**src/rtl/r_ram_to_uart_if.sv**
```systemverilog
// rtl/r_ram_to_uart_if.sv - RAM read port shared between the readback stage and the block RAM
interface r_ram_to_uart_if;
  logic [14:0] address;
  logic        ena;
  logic [7:0]  ram_dout;

  modport master (
    output address,
    output ena,
    input  ram_dout
  );

  modport slave (
    input  address,
    input  ena,
    output ram_dout
  );
endinterface

```
**src/rtl/r_ram_to_uart.sv**
```systemverilog
// rtl/r_ram_to_uart.sv - sequential RAM readback serialised as 8N1 UART frames
module r_ram_to_uart #(
  parameter int          CLK_FREQ    = 50000000,
  parameter int          BAUD        = 115200,
  parameter logic [14:0] DEPTH       = 15'h22a0,
  parameter int          RAM_LATENCY = 2
) (
  input  logic              sys_clk,
  input  logic              sys_rst_n,
  input  logic              r_ram_to_uart_start,
  r_ram_to_uart_if.master   ram,
  output logic              uart_txd,
  output logic              busy,
  output logic              r_ram_to_uart_end
);

  localparam int BAUD_DIV = CLK_FREQ / BAUD;
  localparam int BAUD_W   = (BAUD_DIV > 1) ? $clog2(BAUD_DIV) : 1;
  localparam logic [BAUD_W-1:0] BAUD_LAST = BAUD_W'(BAUD_DIV - 1);
  // WAIT covers the RAM latency beyond the single RD cycle
  localparam int WAIT_CYC = RAM_LATENCY - 1;
  localparam logic [1:0] WAIT_LAST = 2'((WAIT_CYC > 0) ? WAIT_CYC - 1 : 0);

  typedef enum logic [2:0] {
    S_IDLE,
    S_RD,
    S_WAIT,
    S_LOAD,
    S_TX,
    S_NEXT,
    S_DONE
  } state_t;

  state_t            state_q, state_d;
  logic [14:0]       cnt_q, cnt_d;
  logic [9:0]        frame_q, frame_d;
  logic [3:0]        bit_q, bit_d;
  logic [BAUD_W-1:0] baud_q, baud_d;
  logic [1:0]        wait_q, wait_d;
  logic              end_q, end_d;

  // Outputs decode straight from registered state so reset forces them idle at once
  assign ram.address       = cnt_q;
  assign ram.ena           = (state_q == S_RD);
  assign uart_txd          = (state_q == S_TX) ? frame_q[0] : 1'b1;
  assign busy              = (state_q != S_IDLE) && (state_q != S_DONE);
  assign r_ram_to_uart_end = end_q;

  // State and datapath registers
  always_ff @(posedge sys_clk or negedge sys_rst_n) begin
    if (!sys_rst_n) begin
      state_q <= S_IDLE;
      cnt_q   <= '0;
      frame_q <= '1;
      bit_q   <= '0;
      baud_q  <= '0;
      wait_q  <= '0;
      end_q   <= 1'b0;
    end else begin
      state_q <= state_d;
      cnt_q   <= cnt_d;
      frame_q <= frame_d;
      bit_q   <= bit_d;
      baud_q  <= baud_d;
      wait_q  <= wait_d;
      end_q   <= end_d;
    end
  end

  // Next-state and datapath updates
  always_comb begin
    state_d = state_q;
    cnt_d   = cnt_q;
    frame_d = frame_q;
    bit_d   = bit_q;
    baud_d  = baud_q;
    wait_d  = wait_q;
    // end is sticky while start stays high, cleared by any low-start cycle
    end_d   = r_ram_to_uart_start ? end_q : 1'b0;

    case (state_q)
      S_IDLE: begin
        if (r_ram_to_uart_start && !end_q) begin
          state_d = S_RD;
        end
      end
      S_RD: begin
        wait_d  = '0;
        state_d = (WAIT_CYC == 0) ? S_LOAD : S_WAIT;
      end
      S_WAIT: begin
        if (wait_q == WAIT_LAST) begin
          state_d = S_LOAD;
        end else begin
          wait_d = wait_q + 2'd1;
        end
      end
      S_LOAD: begin
        frame_d = {1'b1, ram.ram_dout, 1'b0};
        bit_d   = '0;
        baud_d  = '0;
        state_d = S_TX;
      end
      S_TX: begin
        if (baud_q == BAUD_LAST) begin
          baud_d  = '0;
          frame_d = {1'b1, frame_q[9:1]};
          bit_d   = bit_q + 4'd1;
          if (bit_q == 4'd9) begin
            state_d = S_NEXT;
          end
        end else begin
          baud_d = baud_q + BAUD_W'(1);
        end
      end
      S_NEXT: begin
        cnt_d = cnt_q + 15'd1;
        if (cnt_q == DEPTH - 15'd1) begin
          state_d = S_DONE;
        end else if (r_ram_to_uart_start) begin
          state_d = S_RD;
        end else begin
          state_d = S_IDLE;
        end
      end
      S_DONE: begin
        cnt_d   = '0;
        end_d   = 1'b1;
        state_d = S_IDLE;
      end
      default: begin
        state_d = S_IDLE;
      end
    endcase
  end

endmodule

```
**src/flat_wrapper.sv**
```systemverilog
// flat-port wrapper written by rule: the top's interface ports become plain ports
module r_ram_to_uart_flat 
#(
  parameter int          CLK_FREQ    = 50000000,
  parameter int          BAUD        = 115200,
  parameter logic [14:0] DEPTH       = 15'h22a0,
  parameter int          RAM_LATENCY = 2
)
  (sys_clk, sys_rst_n, r_ram_to_uart_start, uart_txd, busy, r_ram_to_uart_end, ram_address, ram_ena, ram_ram_dout);
  r_ram_to_uart_if ram_i ();
  input  logic sys_clk;
  input  logic sys_rst_n;
  input  logic r_ram_to_uart_start;
  output logic uart_txd;
  output logic busy;
  output logic r_ram_to_uart_end;
  output wire logic [$bits(ram_i.address)-1:0] ram_address;
  output wire logic [$bits(ram_i.ena)-1:0] ram_ena;
  input wire logic [$bits(ram_i.ram_dout)-1:0] ram_ram_dout;
  assign ram_address = ram_i.address;
  assign ram_ena = ram_i.ena;
  assign ram_i.ram_dout = ram_ram_dout;
  r_ram_to_uart #(.CLK_FREQ(CLK_FREQ), .BAUD(BAUD), .DEPTH(DEPTH), .RAM_LATENCY(RAM_LATENCY)) u_core (.sys_clk(sys_clk), .sys_rst_n(sys_rst_n), .r_ram_to_uart_start(r_ram_to_uart_start), .ram(ram_i), .uart_txd(uart_txd), .busy(busy), .r_ram_to_uart_end(r_ram_to_uart_end));
endmodule
```
**config.mk**
```make
export PLATFORM = sky130hd
export DESIGN_NAME = r_ram_to_uart_flat
export DESIGN_NICKNAME = d
export VERILOG_FILES = /design/src/rtl/r_ram_to_uart_if.sv /design/src/rtl/r_ram_to_uart.sv /design/src/flat_wrapper.sv
export SDC_FILE = /design/constraint.sdc
export NUM_CORES = 1
export LEC_CHECK = 0
export BUFFER_PORTS_ARGS = -buffer_cell sky130_fd_sc_hd__buf_4
export CORE_AREA = 3 3 80 82
export DETAILED_ROUTE_END_ITERATION = 6
export DIE_AREA = 0 0 83 85
export GPL_TIMING_DRIVEN = 0
export PLACE_DENSITY = 0.65
export SLEW_MARGIN = 20
export SYNTH_ARGS = -nofsm -noshare
export SYNTH_HDL_FRONTEND = slang
export SYNTH_SLANG_ARGS = --single-unit
```
**constraint.sdc**
```tcl
create_clock -name sys_clk -period 2.1 [get_ports sys_clk]
set_input_delay 0.21 -clock sys_clk [delete_from_list [all_inputs] [get_ports sys_clk]]
set_output_delay 0.21 -clock sys_clk [all_outputs]
set_load 0.1 [all_outputs]
```
**After elaboration in Yosys (flattened, before gate mapping)**

Cells that the tools add are included.

- Multiplexer cells: 19
- Divide/modulo/power cells: 0
- Multiply operators: 0
- Bitwise operators: 0
- Shift-type cells: 0
- Magnitude comparators: 0
- Equality and inequality tests: 16
- Add/sub/neg operators: 4
- Reductions and logical operators: 12

Operator list:

| cell | number |
|---|---|
| $pmux 15 s2 | 1 |
| $pmux 10 s2 | 1 |
| $pmux 3 s6 | 1 |
| $pmux 9 s2 | 1 |
| $add 15x1->15 const B | 1 |
| $eq 15x14->1 const B | 1 |
| $mux 3 | 5 |
| $mux 10 | 1 |
| $add 9x1->9 const B | 1 |
| $eq 3x3->1 const B | 3 |
| $eq 9x9->1 const B | 1 |
| $mux 9 | 1 |
| $pmux 4 s2 | 1 |
| $eq 3x2->1 const B | 2 |
| $ne 2x1->1 const B | 3 |
| $ne 2x2->1 const B | 3 |
| $reduce_bool 2->1 | 3 |
| $add 4x1->4 const B | 1 |
| $eq 4x4->1 const B | 1 |
| $mux 1 | 4 |
| $mux 4 | 1 |
| $pmux 2 s2 | 1 |
| $reduce_and 2->1 | 2 |
| $reduce_and 4->1 | 1 |
| 9 further kinds | 10 |

- Memory bits (read-only): 0
- RAM bits: 0
- Logic and storage cells: 58
- Input bits: 11
- Register bits: 44
- Memories kept: 0
- Output and inout bits: 19
- Bits in latches: 0

**Depth between registers and ports, before layout**

Gate-level depths: netlist (run 1).

- Word-level depth: 4
- Depth in mapped cells: 8
- Depth with buffers taken out: 6

**Worst setup path after synthesis (run 1)**

Ideal clock, no wire load.

- Path kind: register -> register
- From: register u_core.cnt_q[0], in the netlist u_core.ram.address[0]
- To: register u_core.cnt_q[14], in the netlist u_core.ram.address[14]
- Slack: -0.066 ns
- Period minus slack after synthesis: 2.166 ns
- Buffers on the path: 0
- Library setup time: 0.169 ns
- Required time: 1.931 ns
- Cell stages (with the launch flop): 6
- Arrival time: 1.998 ns
- Cell sequence: dfrtp_1 > ha_1 > and3_1 > and4_1 > nand3_1 > mux2i_1

- Longest elaborated chain between the ends: 2

Ends and longest elaborated chain:

| item | line | RTL |
|---|---|---|
| start: declaration | r_ram_to_uart.sv:35 | `logic [14:0] cnt_q, cnt_d;` |
| start signal: assignment | r_ram_to_uart.sv:61 | `cnt_q <= cnt_d;` |
| $add 15x1->15 | r_ram_to_uart.sv:117 | `cnt_d = cnt_q + 15'd1;` |
| $pmux 15 s2 | r_ram_to_uart.sv:81 | `case (state_q)` |

No other way between the ends.
A chain may end at the register's enable or synchronous reset.

**Worst setup path after layout (run 1)**

- From: register u_core.state_q[1]
- To: output uart_txd

- Longest elaborated chain between the ends: 2

Ends and longest elaborated chain:

| item | line | RTL |
|---|---|---|
| start: declaration | r_ram_to_uart.sv:34 | `state_t state_q, state_d;` |
| start signal: assignment | r_ram_to_uart.sv:60 | `state_q <= state_d;` |
| $eq 3x3->1 | r_ram_to_uart.sv:45 | `assign uart_txd = (state_q == S_TX) ? frame_q[0] : 1'b1;` |
| $mux 1 | r_ram_to_uart.sv:45 |  |
| end: declaration | flat_wrapper.sv:14 | `output logic uart_txd;` |

No other way between the ends.

==> flow_summary.yaml, run 1 <==
status:
  outcome: "finished, final reports clean"
layout:
  layout-drive-gt1-share_pct: 24.7
  fillers: 568
  final_common_cell: "buf_4"
  finalNetCount: 287
  mostFrequentLayoutCells: "34 x buf_4, 32 x dfrtp_1, 30 x nand2_1"
  syn_to_final_growth_pct: 19.3
  ff_latch_area_um2: 1090
  multi_input_area_um2: 1150
  antennaDiodeCount: 0
critical_path:
  r2r-end: "u_core.ram.address[3]$_DFFE_PN0P_"
  crit_type: "reg -> out"
  worst-path-max-fanout: 10
  startpoint: "u_core.state_q[1]$_DFFE_PN0P_"
  cp.required_ns: 1.89
  cp-endpoint: "uart_txd"
  crit_arrival_ns: 1.73
  r2r_slack_ns: 0.30
  r2r-start: "u_core.state_q[2]$_DFFE_PN0P_"
  rr_worst_depth: 6
  critPathLaunchType: "register"
  crit_path_end_kind: "output pin"
pwr:
  p_int_mw: 1.68
  ir_drop_uv: 563
  power.density_nw_per_um2: 1060
  p_sw_mw: 1.24
  sw_frac_of_total_pct: 42.4
  seqPwrFrac_pct: 38.9
  clkPwrFrac_pct: 20.1
  combPwrFrac_pct: 41.0
  report.power.total_mw: 2.92
  leakage_nw: 1.27
timing:
  rsz0062_at_grt: "no"
  fin_tns_setup_ns: 0
  finalHoldViolations: 0
  clock_skew_ns: 0.00554
  setup_viol: 0
  min_period_ns: 1.94
  slew_viol_final: 0
  relSlewSlack_pct: 63.4
  fin_crit_sh_pct: 92.5
  fmax_ghz: 0.515
  tightestPinTransition_ns: 0.549
global_route:
  grtUsageTotal_pct: 14.2
  grt_max_degree: 44
  grt_overflow: 0
  first_global_vias: 1770
  grt_first_pass_wirelength_mm: 8.38
  antenna_found_initial: 0
route:
  drt_iter0_drc: 81
  via_count: 1855
  routedWlPerCell_um: 13.7
  ant_nets: 0
  drt_wl_total_mm: 4.75
  vias_per_cell: 5.36
  drc: 0
  first_pass_iters: 4
cts:
  clockBufferDepth: 2
  cts_max_level: 2
  clkTransAtPathRegs_ns: 0.08
  cts_root_buf: "clkbuf_8"
  cts_tree: "yes"
  clock_latency_ns: 0.29
  cts_sinks: 43
  numCtsBuffers: 5
logic_synthesis:
  syn-mean-instance-area_um2: 10.0
  yosys_register_bits: 43
  syn_nets: 248
  synth_edf_count: 0
  ys_async_sr_fraction_pct: 100
  synthXorXnorAreaFrac_pct: 0.378
  yosys.area_share.simple_pct: 22.1
  yosysSeqAreaShare_pct: 46.9
  synth.area.top_cells: "dfrtp_1 37%, dfstp_2 10%, mux2i_1 6.5%, nand2_1 4.9%, o21ai_0 4.5%"
  yosys.area.top_type_share_pct: 36.7
  yosysUniqueCellTypes: 48
  syn_area_um2: 2320
  synthMuxAreaShare_pct: 6.48
  postSynthCellCount: 231
  ys_warn_count: 0
  yosysTopAreaCell: "dfrtp_1"
  synth-compound-area-share_pct: 17.5
  synth_top_family_by_area: "simple AND/OR/NAND/NOR gates"
  synth_fa_ha_area_share_pct: 3.24
  synthFlopType: "dfrtp_1"
placed_design:
  dpl.hpwl_mm: 3.34
  globalplace.congestion: 0.756
  numPortBuffers: 29
floorplanning:
  fp.dieH_um: 85
  top_level_ports: 30
  start_util_pct: 39.8
  fp.dieW_um: 83
  core_um2: 5820
  dieArea_um2: 7060
  rows: 28
min_path:
  worstHoldPathType: "in -> reg"
run:
  drv_cap: 0
## through the flow
step	instance area [um2]	hold WS (ns)	utilization, %	setup slack (ns)	std cells
2_1_floorplan	2320	-0.0856	-	0.0396	231
3_3_place_gp	2630	0.244	45.3	0.300	335
3_5_place_dp	2630	0.244	45.3	0.290	335
4_1_cts	2750	0.133	47.3	0.0776	344
5_1_grt	2770	0.146	47.5	0.0602	346
6_report	2770	0.137	47.5	0.157	346
## final cells by class
class                      count  area share, %
buffer                         9           1.81
multi-input combinational    171           41.8
clock buffer                   7           3.48
tap                           75           3.39
sequential                    43           39.4
inverter                       8           1.09
clock inverter                 1          0.271
timing repair buffer          32           8.78
## power by group through the flow
stage	registers, mW	logic (mW)	clock network [mW]
after floorplan	1.33	0.743	0
after global placement	1.15	1.18	0
after detailed placement	1.15	1.20	0
after CTS	1.14	1.20	0.605
after global routing	1.16	1.31	0.643
final	1.14	1.20	0.588
## worst min path at each step
stage / startpoint / end / cells past startpoint
after CTS: r_ram_to_uart_start / u_core.r_ram_to_uart_end$_DFFE_PN0P_ / 3
after floorplan: sys_rst_n / u_core.baud_q[0]$_DFFE_PN0P_ / 0
after global placement: sys_rst_n / u_core.bit_q[0]$_DFFE_PN0P_ / 1
final: r_ram_to_uart_start / u_core.r_ram_to_uart_end$_DFFE_PN0P_ / 3
after detailed placement: sys_rst_n / u_core.bit_q[0]$_DFFE_PN0P_ / 1
after global routing: r_ram_to_uart_start / u_core.r_ram_to_uart_end$_DFFE_PN0P_ / 3
## worst max-delay path, stage by stage, from the launching register on
cell and delay (ns):
dfrtp_1 0.39, buf_4 0.18, nor3b_4 0.31, buf_4 0.26, nand2b_1 0.07, buf_4 0.23
## repair_timing
item / CTS / global route
endpoints found under the hold margin: 34 / 0
resized for setup: 1 / 0
setup endpoints to repair: 1 / 1
buffers inserted: 0 / 2
hold buffers: 1 / 0
cloned: 0 / 0
pin swaps: 0 / 1
## registers in the layout (all words and copies together) (netlist names)
register / count
u_core.baud_q: 9
u_core.bit_q: 4
u_core.frame_q: 9
u_core.r_ram_to_uart_end: 1
u_core.ram.address: 15
u_core.state_q: 3
u_core.wait_q: 2
## kinds of logic (layout without fill, tap and decap cells)
family	after synthesis	in the layout
xor gates and xnor gates	1	1
buffers and inverters	17	57
DFF	43	43
AOI/OAI and AO/OA	60	60
and+or+nand+nor	89	89
adders and majority gates	6	6
muxes	15	15
## cells in the mapped netlist, types with 2 or more instances
cell and count:
nor3_1 3, dfstp_2 9, ha_1 6, o2bb2ai_1 2, buf_2 5, and2_1 4, nand2b_1 7, nand4_1 4
and3b_1 2, a21oi_1 7, and3_1 9, inv_1 8, clkbuf_1 2, a21o_1 2, nand3_1 8, o31ai_1 5
dfrtp_1 34, and4_1 2, o21ai_0 21, mux2i_1 15, a22o_1 3, o22ai_1 2, a31oi_1 8, nand3b_1 2
buf_4 2, nor4bb_1 2, nand2_1 30, nor2_1 6, o211ai_1 2
## routing by layer
layer | up-vias | share of wire (%) | track usage (%)
li1 | 927 | - | -
met1 | 896 | 49 | 19.9
met2 | 27 | 47 | 22.7
met3 | 5 | 3.5 | 2.82
met5 | - | 0 | 0
met4 | 0 | 0.80 | 4.01
(Power assumes the default switching activity.)
==> inputs of run 2 (changes only) <==
--- a/config.mk
+++ b/config.mk
@@ -11,6 +11,7 @@
 export DIE_AREA = 0 0 83 85
 export GPL_TIMING_DRIVEN = 0
 export PLACE_DENSITY = 0.65
+export RECOVER_POWER = 25
 export SLEW_MARGIN = 20
 export SYNTH_ARGS = -nofsm -noshare
 export SYNTH_HDL_FRONTEND = slang
==> run 2 against run 1 <==
Non-clock buffer count unchanged. Power about the same. First-iteration DRC count unchanged. Setup slack worse by 0.00094 ns. Design area about the same. Die area unchanged. Critical path type unchanged. Clock-buffer cell count unchanged. Final cell count unchanged. Sequential power about the same. Largest cell class unchanged. Combinational power about the same. Clock skew about the same.
==> flow_summary.yaml, run 2 (synthesis results as in run 1) <==
timing:
  fin_ws_ns: 0.157
  finalHoldViolations: 0
  tightestPinTransition_ns: 1.07
  min_period_ns: 1.94
  clock_skew_ns: 0.00581
  relSlewSlack_pct: 28.8
  fin_crit_sh_pct: 92.5
  fin_tns_setup_ns: 0
  fmax_ghz: 0.515
  slew_viol_final: 0
  setup_viol: 0
  rsz0062_at_grt: "no"
placed_design:
  globalplace.congestion: 0.756
  pre_cts_ws_ns: 0.290
  numPortBuffers: 29
  dpl.hpwl_mm: 3.34
  postPlaceCellArea_um2: 2630
critical_path:
  path_buf_inv: 3
  crit_path_end_kind: "output pin"
  path_cells: "buf_4 > nor3b_4 > buf_4 > nand2b_1 > buf_4"
  slowest_stage: "dfrtp_1"
  worst-path-max-fanout: 10
  crit_arrival_ns: 1.73
  critical_path.top_delay_family: "buffers and inverters"
  cp_common_cell: "buf_4"
  slowest_delay_ns: 0.39
  crit_type: "reg -> out"
  cp.required_ns: 1.89
  critPathLaunchType: "register"
pwr:
  ir_drop_uv: 563
  leakage_nw: 1.27
  p_sw_mw: 1.24
  clkPwrFrac_pct: 20.2
  sw_frac_of_total_pct: 42.4
  power.density_nw_per_um2: 1060
  seqPwrFrac_pct: 38.9
  combPwrFrac_pct: 40.9
  report.power.total_mw: 2.92
  p_int_mw: 1.68
layout:
  antennaDiodeCount: 0
  fin_area_um2: 2760
  layout-drive-gt1-share_pct: 24.7
  largest_register_ffs: 15
  syn_to_final_growth_pct: 19.2
  finish.utilization_pct: 47.5
  final_common_cell: "buf_4"
  finalNetCount: 287
  mostFrequentLayoutCells: "33 x buf_4, 32 x dfrtp_1, 30 x nand2_1"
route:
  routedWlPerCell_um: 13.7
  drc: 0
  vias_per_cell: 5.36
  via_count: 1854
  drt_iter0_drc: 81
  first_pass_iters: 4
  ant_nets: 0
  drt_wl_total_mm: 4.75
cts:
  numCtsBuffers: 5
  cts_tree: "yes"
  clock_latency_ns: 0.29
  cts_max_level: 2
  cts_sinks: 43
  clkTransAtPathRegs_ns: 0.08
  clockBufferDepth: 2
  cts_root_buf: "clkbuf_8"
global_route:
  grt_first_pass_wirelength_mm: 8.38
  grt_max_degree: 44
  first_global_vias: 1770
  grt_overflow: 0
  antenna_found_initial: 0
  grtUsageTotal_pct: 14.2
floorplanning:
  core_um2: 5820
  fp.dieW_um: 83
  rows: 28
  start_util_pct: 39.8
  top_level_ports: 30
  fp.dieH_um: 85
  dieArea_um2: 7060
min_path:
  worstHoldPathType: "in -> reg"
status:
  outcome: "finished, final reports clean"
run:
  drv_cap: 0
==> run 2: timing repair <==
item / CTS / global route
hold buffers: 1 / 0
pin swaps: 0 / 1
endpoints found under the hold margin: 34 / 0
endpoints found under the setup margin: 1 / 1
gates resized for setup: 1 / 0
buffers inserted: 0 / 2
==> run 2: metal layers <==
metal / track usage (%) / share of wire (%)
met1: 19.9 / 49
met2: 22.7 / 47
met3: 2.82 / 3.5
met4: 4.01 / 0.80
met5: 0 / 0
==> run 2: final cells by class <==
cell class	instances	area, um2
flip-flops and latches	43	1090
fillers	569	3050
well taps	75	93.8
clock inverters	1	7.51
clock buffers	7	96.3
inverters	8	30.0
plain buffers	9	50.0
repair buffers	32	240
multi-input cells	171	1150
==> run 2: power by group through the flow <==
stage	logic (mW)	clock network [mW]	registers (mW)
6_report	1.20	0.589	1.14
5_1_grt	1.31	0.643	1.16
4_1_cts	1.20	0.605	1.14
3_5_place_dp	1.20	0	1.15
3_3_place_gp	1.18	0	1.15
2_1_floorplan	0.743	0	1.33
==> run 2: metrics by stage <==
stage | std cells | hold slack [ns]
2_1_floorplan | 231 | -0.0856
3_3_place_gp | 335 | 0.244
3_5_place_dp | 335 | 0.244
4_1_cts | 344 | 0.133
5_1_grt | 346 | 0.146
6_report | 346 | 0.137
==> run 2: final timing paths <==
kind | cells after the start | slack, ns | from | endpoint
hold / removal | 3 | 0.14 | r_ram_to_uart_start | u_core.r_ram_to_uart_end$_DFFE_PN0P_
setup reg to reg | 6 | 0.30 | u_core.state_q[2]$_DFFE_PN0P_ | u_core.ram.address[3]$_DFFE_PN0P_
hold reg to reg | 2 | 0.46 | u_core.frame_q[8]$_DFFE_PN1P_ | u_core.frame_q[8]$_DFFE_PN1P_
setup / recovery | 5 | 0.16 | u_core.state_q[1]$_DFFE_PN0P_ | uart_txd
min in group asynchronous | 2 | 0.65 | sys_rst_n | u_core.bit_q[2]$_DFFE_PN0P_
max in group asynchronous | 2 | 0.74 | sys_rst_n | u_core.ram.address[1]$_DFFE_PN0P_
==> run 2: worst reg2reg max path, cell delays in order, from the launching register on <==
cell and delay [ns]:
dfrtp_1 0.41, buf_4 0.19, nand3b_1 0.31, and2_1 0.29, clkbuf_1 0.18, o21ai_0 0.20
o21ai_0 0.10
==> inputs of run 3 (changes only) <==
--- a/config.mk
+++ b/config.mk
@@ -5,7 +5,7 @@
 export SDC_FILE = /design/constraint.sdc
 export NUM_CORES = 1
 export LEC_CHECK = 0
-export BUFFER_PORTS_ARGS = -buffer_cell sky130_fd_sc_hd__buf_4
+export BUFFER_PORTS_ARGS = -buffer_cell sky130_fd_sc_hd__buf_2
 export CORE_AREA = 3 3 80 82
 export DETAILED_ROUTE_END_ITERATION = 6
 export DIE_AREA = 0 0 83 85
==> constraint.sdc (replaced) <==
create_clock -name sys_clk -period 2.2 [get_ports sys_clk]
set_input_delay 0.22 -clock sys_clk [delete_from_list [all_inputs] [get_ports sys_clk]]
set_output_delay 0.22 -clock sys_clk [all_outputs]
set_load 0.1 [all_outputs]
==> run 3 against run 2 <==
Sequential share of layout area grew 1.5 points. Combinational power is 9% lower. Sequential power shrank 5%. First-iteration DRC count rose by 15%. Power shrank 7.2%. Setup slack better by 0.048 ns. Routed wire length grew 1.5%. Non-clock buffer count shrank 2.
==> flow_summary.yaml, run 3 (synthesis results as in run 1) <==
status:
  outcome: "finished, final reports clean"
layout:
  finalNetCount: 285
  syn_to_final_growth_pct: 14.7
  layout-drive-gt1-share_pct: 23.0
  fillers: 574
  final_common_cell: "dfrtp_1"
  ff_latch_area_um2: 1090
  antennaDiodeCount: 0
  multi_input_area_um2: 1150
  largest_register_ffs: 15
  mostFrequentLayoutCells: "34 x dfrtp_1, 32 x buf_2, 30 x nand2_1"
critical_path:
  critPathLaunchType: "register"
  slowest_delay_ns: 0.38
  crit_type: "reg -> out"
  crit_path_end_kind: "output pin"
  cp.required_ns: 1.98
  crit_arrival_ns: 1.78
  slowest_stage: "dfrtp_1"
  worst-path-max-fanout: 10
  path_cells: "buf_4 > nor3b_4 > clkbuf_4 > nand2b_1 > buf_2"
pwr:
  leakage_nw: 1.25
  power.density_nw_per_um2: 1020
  clkPwrFrac_pct: 19.7
  p_sw_mw: 1.18
  p_int_mw: 1.53
  combPwrFrac_pct: 40.4
  seqPwrFrac_pct: 40.0
  sw_frac_of_total_pct: 43.7
  ir_drop_uv: 738
placed_design:
  globalplace.congestion: 0.752
  numPortBuffers: 29
  dpl.hpwl_mm: 3.32
global_route:
  grt_overflow: 0
  antenna_found_initial: 0
  grt_first_pass_wirelength_mm: 8.44
  grtUsageTotal_pct: 14.6
  first_global_vias: 1760
  grt_max_degree: 44
timing:
  finalHoldViolations: 0
  fmax_ghz: 0.501
  relSlewSlack_pct: 28.5
  clock_skew_ns: 0.00974
  fin_crit_sh_pct: 90.7
  slew_viol_final: 0
  setup_viol: 0
  rsz0062_at_grt: "no"
  fin_tns_setup_ns: 0
  tightestPinTransition_ns: 1.07
  min_period_ns: 2.00
  whs_ns: 0.103
floorplanning:
  fp.dieH_um: 85
  fp.dieW_um: 83
  top_level_ports: 30
  start_util_pct: 39.8
  rows: 28
  dieArea_um2: 7060
  core_um2: 5820
route:
  ant_nets: 0
  via_count: 1863
  drt_wl_total_mm: 4.82
  first_pass_iters: 4
  drc: 0
  vias_per_cell: 5.42
  routedWlPerCell_um: 14.0
  drt_iter0_drc: 93
cts:
  cts_tree: "yes"
  cts_hold_buffers: 0
  cts_sinks: 43
  clkTransAtPathRegs_ns: 0.09
  clock_latency_ns: 0.30
  numCtsBuffers: 5
  cts_root_buf: "clkbuf_8"
  cts_max_level: 2
  clockBufferDepth: 2
min_path:
  worstHoldPathType: "in -> async"
run:
  drv_cap: 0
-- run 3: cell count changes in the layout (fill, tap and decap cells not counted), sizes merged --
cell,change
clkbuf,+1
clkinvlp,-1
clkinv,+1
dlygate4sd3,-1
buf,-2
-- run 3: path summary, 6_finish.rpt --
check / start / endpoint / slack, ns / depth (start not counted)
min in group sys_clk: ram_ram_dout[7] / u_core.frame_q[8]$_DFFE_PN1P_ / 0.15 / 3
hold reg to reg: u_core.frame_q[8]$_DFFE_PN1P_ / u_core.frame_q[8]$_DFFE_PN1P_ / 0.46 / 2
hold / removal: sys_rst_n / u_core.baud_q[8]$_DFFE_PN0P_ / 0.10 / 1
max in group asynchronous: sys_rst_n / u_core.wait_q[1]$_DFFE_PN0P_ / 1.44 / 1
setup / recovery: u_core.state_q[1]$_DFFE_PN0P_ / uart_txd / 0.20 / 5
setup reg to reg: u_core.baud_q[0]$_DFFE_PN0P_ / u_core.frame_q[5]$_DFFE_PN1P_ / 0.39 / 7
-- run 3: routing by layer --
| layer | track usage (%) | vias up | routed length, um |
|---|---|---|---|
| met4 | 4.46 | 0 | 48 |
| met5 | 0 | - | 0 |
| met3 | 5.15 | 5 | 275 |
| li1 | - | 918 | - |
| met1 | 19.2 | 903 | 2220 |
| met2 | 22.8 | 37 | 2280 |
-- run 3: final cells by class --
class | count | area share (%)
Multi-Input combinational cell | 171 | 43.4
Timing Repair Buffer | 30 | 5.74
Inverter | 8 | 1.13
Clock inverter | 1 | 0.188
Sequential cell | 43 | 40.9
Tap cell | 75 | 3.53
Clock buffer | 7 | 3.25
Buffer | 9 | 1.88
-- run 3: metrics by stage --
stage | cell area (um2) | util [%] | setup WS, ns | std cells | power [mW]
after floorplan | 2320 | - | 0.0274 | 231 | 1.97
after global placement | 2560 | 44.0 | 0.369 | 335 | 2.17
after detailed placement | 2560 | 44.0 | 0.359 | 335 | 2.19
after CTS | 2650 | 45.5 | 0.0213 | 343 | 2.73
after global routing | 2660 | 45.7 | 0.105 | 344 | 2.89
final | 2660 | 45.7 | 0.204 | 344 | 2.71
-- run 3: critical path, delay by kind of cell (launching register included) --
kind          cells  cell delay (ns)
buf+inv           3             0.75
flops             1             0.38
simple gates      2             0.34
-- run 3: power groups by stage --
stage / clock network, mW / logic (mW) / registers, mW
finish: 0.533 / 1.09 / 1.08
global placement: 0 / 1.08 / 1.09
detailed placement: 0 / 1.10 / 1.10
global route: 0.586 / 1.20 / 1.11
floorplan: 0 / 0.705 / 1.27
CTS: 0.550 / 1.10 / 1.08
-- run 3: timing repair --
action                     CTS  global route
buffers inserted             0             1
setup endpoints to repair    0             1
resized for setup            0             1
